==> src/rtl/mult_pkg.sv <==
// Shared state encoding for the sequential shift-add multiplier.
package mult_pkg;

  localparam logic [1:0] ST_IDLE_ENC  = 2'd0;
  localparam logic [1:0] ST_ADD_ENC   = 2'd1;
  localparam logic [1:0] ST_SHIFT_ENC = 2'd2;
  localparam logic [1:0] ST_DONE_ENC  = 2'd3;

  typedef enum logic [1:0] {
    ST_IDLE  = ST_IDLE_ENC,
    ST_ADD   = ST_ADD_ENC,
    ST_SHIFT = ST_SHIFT_ENC,
    ST_DONE  = ST_DONE_ENC
  } mult_state_t;

endpackage

==> src/rtl/mult_addsub.sv <==
// (WIDTH+1)-bit adder/subtractor; operands are sign- or zero-extended by one bit.
module mult_addsub #(
  parameter int WIDTH = 8
) (
  input  logic [WIDTH-1:0] a,
  input  logic [WIDTH-1:0] s,
  input  logic             sub,
  input  logic             sign_ext,
  output logic [WIDTH:0]   sum
);

  logic [WIDTH:0] a_ext;
  logic [WIDTH:0] s_ext;

  assign a_ext = {sign_ext & a[WIDTH-1], a};
  assign s_ext = {sign_ext & s[WIDTH-1], s};
  assign sum   = sub ? (a_ext - s_ext) : (a_ext + s_ext);

endmodule

==> src/rtl/mult_seq_n.sv <==
// Sequential shift-add multiplier: product accumulates in {A,B}, X extends A.
// One ADD/SHIFT pair per multiplier bit; the last step subtracts in signed mode.
module mult_seq_n
  import mult_pkg::*;
#(
  parameter int WIDTH = 8
) (
  input  logic             Clk,
  input  logic             Reset_n,
  input  logic             ClearA_LoadB,
  input  logic             Run,
  input  logic             Signed_Mode,
  input  logic [WIDTH-1:0] Switches,
  output logic [WIDTH-1:0] Aval,
  output logic [WIDTH-1:0] Bval,
  output logic             X,
  output logic             Busy,
  output logic             Done,
  output logic [1:0]       State_Dbg
);

  localparam int CNT_W = $clog2(WIDTH);
  localparam logic [CNT_W-1:0] CNT_LAST = CNT_W'(WIDTH - 1);

  mult_state_t      state_q, state_d;
  logic [WIDTH-1:0] a_q, a_d;
  logic [WIDTH-1:0] b_q, b_d;
  logic [WIDTH-1:0] s_q, s_d;
  logic             x_q, x_d;
  logic             mode_q, mode_d;
  logic [CNT_W-1:0] cnt_q, cnt_d;
  logic [WIDTH:0]   sum;
  logic             last_step;

  assign last_step = (cnt_q == CNT_LAST);

  // The sign bit of the multiplier has negative weight, hence subtract on the final step.
  mult_addsub #(.WIDTH(WIDTH)) u_addsub (
    .a        (a_q),
    .s        (s_q),
    .sub      (mode_q & last_step),
    .sign_ext (mode_q),
    .sum      (sum)
  );

  always_comb begin
    state_d = state_q;
    a_d     = a_q;
    b_d     = b_q;
    s_d     = s_q;
    x_d     = x_q;
    mode_d  = mode_q;
    cnt_d   = cnt_q;
    case (state_q)
      ST_IDLE: begin
        if (ClearA_LoadB) begin
          a_d = '0;
          x_d = 1'b0;
          b_d = Switches;
        end else if (Run) begin
          a_d     = '0;
          x_d     = 1'b0;
          s_d     = Switches;
          mode_d  = Signed_Mode;
          cnt_d   = '0;
          state_d = ST_ADD;
        end
      end
      ST_ADD: begin
        if (b_q[0]) begin
          {x_d, a_d} = sum;
        end
        state_d = ST_SHIFT;
      end
      ST_SHIFT: begin
        // Unsigned mode lets the carry in X drop into A and refills X with zero.
        x_d = mode_q & x_q;
        a_d = {x_q, a_q[WIDTH-1:1]};
        b_d = {a_q[0], b_q[WIDTH-1:1]};
        if (last_step) begin
          state_d = ST_DONE;
        end else begin
          cnt_d   = cnt_q + CNT_W'(1);
          state_d = ST_ADD;
        end
      end
      ST_DONE: begin
        if (!Run) begin
          state_d = ST_IDLE;
        end
      end
      default: state_d = ST_IDLE;
    endcase
  end

  always_ff @(posedge Clk or negedge Reset_n) begin
    if (!Reset_n) begin
      state_q <= ST_IDLE;
      a_q     <= '0;
      b_q     <= '0;
      s_q     <= '0;
      x_q     <= 1'b0;
      mode_q  <= 1'b0;
      cnt_q   <= '0;
    end else begin
      state_q <= state_d;
      a_q     <= a_d;
      b_q     <= b_d;
      s_q     <= s_d;
      x_q     <= x_d;
      mode_q  <= mode_d;
      cnt_q   <= cnt_d;
    end
  end

  assign Aval      = a_q;
  assign Bval      = b_q;
  assign X         = x_q;
  assign Busy      = (state_q == ST_ADD) || (state_q == ST_SHIFT);
  assign Done      = (state_q == ST_DONE);
  assign State_Dbg = state_q;

endmodule

==> config.mk <==
export PLATFORM = sky130hd
export DESIGN_NAME = mult_seq_n
export DESIGN_NICKNAME = d
export VERILOG_FILES = /design/src/rtl/mult_pkg.sv /design/src/rtl/mult_addsub.sv /design/src/rtl/mult_seq_n.sv
export SDC_FILE = /design/constraint.sdc
export NUM_CORES = 1
export LEC_CHECK = 0
export BUFFER_PORTS_ARGS = -buffer_cell sky130_fd_sc_hd__buf_2
export CORE_AREA = 2 2 68 70
export CTS_CLUSTER_SIZE = 28
export DETAILED_ROUTE_END_ITERATION = 10
export DIE_AREA = 0 0 70 72
export PLACE_DENSITY = 0.71
export REMOVE_ABC_BUFFERS = 1
export SYNTH_ARGS = -nofsm -noshare
export SYNTH_HDL_FRONTEND = slang
export SYNTH_SLANG_ARGS = --single-unit
==> constraint.sdc <==
create_clock -name Clk -period 3.7 [get_ports Clk]
set_input_delay 0.74 -clock Clk [delete_from_list [all_inputs] [get_ports Clk]]
set_output_delay 0.74 -clock Clk [all_outputs]
set_load 0.02 [all_outputs]
==> flow_summary.ini <==
[status]
status = completed

[cts]
h-tree-depth = 2
cts_setup_buffers = 0
cts-root-buf = clkbuf_8
clockBufferDepth = 2
cts_hold_buf = 0
cts_sinks = 31
clk_latency_ps = 290
path_clk_slew_ps = 70
cts_tree = yes
cts_buffers = 5
post_cts_resized = 0

[logic_synthesis]
synth_area_sq_um = 2090
synth_seq_cells = 31
async_flop_share_pct = 100
synth_mux_area_share_pct = 4.79
synthAdderAreaFrac_pct = 10.5
yosys_most_used_dff = dfrtp_1
synth_common_cells = dfrtp_1 (31), nand2_1 (24), nor2_1 (18), a21oi_1 (16), ha_1 (16)
synth-compound-area-share_pct = 23.7
synth_area_leader_cell = dfrtp_1
synth_seq_area_share_pct = 37.1
synth-simple-area-share_pct = 15.6
synth_edf_count = 0
synthCells = 230
synthDistinctLibCells = 43
yosys-top-cells-area = dfrtp_1 (37%), ha_1 (9.6%), mux2_2 (4.3%), nand2_1 (4.3%), a21oi_1 (3.8%)
synth_xor_area_share_pct = 4.19
synth_top_family_by_area = compound AO/OA/AOI/OAI gates
ys_warn_count = 0
syn_avg_cell_area_sq_um = 9.08
synth_top_area_share_pct = 37.1
yosysMostFrequentCell = dfrtp_1

[sta]
hold_violations = 0
period_share_pct = 84.6
tightestPinTransition_ps = 717
period_needed_ps = 3130
finalMaxSlewViolations = 0
slew_headroom_pct = 52.2
rsz0062_at_grt = no
finalClockSkew_ps = 4.21
setup_tns_ps = 0
setup_viol = 0
max_freq_mhz = 319

[route]
ant_nets = 0
routed_wl_um = 4800
drtPass1Iterations = 4
viasPerCell = 5.69
drt-wirelength-per-cell_um = 15.2
num_vias = 1799
drt_iter0_drc = 65
drc = 0

[placed_design]
gp_congestion = 0.801
dp_hpwl_um = 3650
portBuffers = 33

[setup_path]
path_max_fanout = 7
critPathBufInv = 0
cpPeakStageDelay_ps = 460
r2r-start = cnt_q[0]$_DFFE_PN0P_
critPathArrivalTime_ps = 3310
path_cells = ha_1 > ha_1 > nand2_1 > mux2i_1 > fa_1 > a21o_1 > a311o_1 > a2111oi_4 > o211ai_1 > a32o_1
rr_endpoint = X$_DFFE_PN0P_
cpMostUsedCell = ha_1
cp-end-kind = register
required_ps = 3880
critPathSlowestCell = fa_1
crit_family = compound AO/OA/AOI/OAI gates
path_class = register to register
startpoint_type = register
reg2regPathDepth = 10
ff2ff_setup_slack_ps = 570

[finish]
fillers = 402
antennaDiodeCount = 0
syn2layout_area_growth_pct = 14.0
seqCellArea_sq_um = 776
drive_above_1_share_pct = 20.1
nets = 293
multi_input_area_sq_um = 1230

[floorplan]
fp.dieH_um = 72
rows = 24
dieArea_sq_um = 5040
initial_utilization_pct = 49.0
die_w_um = 70
io_pins = 34
fp.coreArea_sq_um = 4260

[pwr]
finalPower_mw = 2.40
leakage_nw = 1.11
p_per_area_nw_per_um2 = 1010
ir_worst_vdd_uv = 472

[grt]
globalRouteOverflowTotal = 0
grtUsageTotal_pct = 20.5
grt_max_degree = 32
antenna_found_initial = 0
grt_pass1_wl_um = 8190
grt_pass1_vias = 1748

[hold_path]
hold_class = input pin to asynchronous set/reset pin

[flow_run]
maxCapViolations = 0
[routing by layer]
metal,track usage [%],part of all wire (%)
met2,34.7,49
met3,3.06,3.5
met5,0,0
met4,9.83,1.8
met1,26.1,46
[flip-flops by register name (all words and copies together), names as in the netlist]
name       flops
Bval           8
State_Dbg      2
Aval           8
cnt_q          3
s_q            8
mode_q         1
X              1
[worst register-to-register path: stages (launching register included)]
cell and delay (ps):
dfrtp_1 400, ha_1 220, ha_1 270, nand2_1 200, mux2i_1 160, fa_1 460, a21o_1 190, a311o_1 400
a2111oi_4 370, o211ai_1 120, a32o_1 250
[final cells by class]
type | count | area share [%]
tap | 52 | 2.73
clock inverter | 2 | 0.525
timing repair buffer | 34 | 7.25
clock buffer | 6 | 3.05
sequential | 31 | 32.6
multi-input combinational | 176 | 51.5
inverter | 15 | 2.36
[kinds of logic (layout without fill, tap and decap cells)]
| group | count (synthesis) | in the layout |
|---|---|---|
| flip-flops | 31 | 31 |
| multiplexers | 9 | 9 |
| AND/OR/NAND/NOR | 70 | 70 |
| buffers and inverters | 23 | 57 |
| AO/OA/AOI/OAI | 70 | 70 |
| adder cells (fa/ha/maj) | 17 | 17 |
| XOR/XNOR | 10 | 10 |
[power breakdown]
part	total [mW]	internal [mW]	switching, mW
clock	0.268	0.131	0.136
sequential	0.670	0.486	0.184
combinational	1.47	0.616	0.852
[cell usage in the layout, fill, tap and decap left out, drive strengths merged, types with 2 or more instances in the layout]
cell type | netlist | routed
a22oi | 3 | 3
a211oi | 2 | 2
clkbuf | 8 | 6
nand2 | 24 | 24
o31ai | 2 | 2
nand3 | 10 | 10
nor3b | 2 | 2
o21a | 3 | 3
xnor2 | 5 | 5
xor2 | 5 | 5
buf | 0 | 34
nor2 | 18 | 18
a31oi | 3 | 3
a21oi | 16 | 16
o211ai | 3 | 3
nor3 | 2 | 2
inv | 15 | 15
and2 | 4 | 4
dfrtp | 31 | 31
nor2b | 3 | 3
o22ai | 12 | 12
nand2b | 5 | 5
ha | 16 | 16
o21ai | 12 | 12
mux2 | 8 | 8
[through the flow]
stage / worst slack, ps / util (%) / hold WS [ps] / std cells / area, sq um
floorplan: 790 / - / 444 / 222 / 2060
global placement: 679 / 53.9 / 517 / 308 / 2300
detailed placement: 582 / 53.9 / 515 / 308 / 2300
CTS: 551 / 55.9 / 520 / 316 / 2380
global route: 332 / 55.9 / 563 / 316 / 2380
finish: 568 / 55.9 / 504 / 316 / 2380
[worst max path at each step]
stage	slack, ps	cells after the start	from	to
floorplan	790	10	cnt_q[0]$_DFFE_PN0P_	X$_DFFE_PN0P_
global placement	680	10	cnt_q[0]$_DFFE_PN0P_	X$_DFFE_PN0P_
detailed placement	580	10	cnt_q[0]$_DFFE_PN0P_	X$_DFFE_PN0P_
CTS	550	10	cnt_q[0]$_DFFE_PN0P_	X$_DFFE_PN0P_
global route	330	10	cnt_q[1]$_DFFE_PN0P_	X$_DFFE_PN0P_
finish	570	10	cnt_q[0]$_DFFE_PN0P_	X$_DFFE_PN0P_
Note: power is estimated with default switching activity, not from simulation.
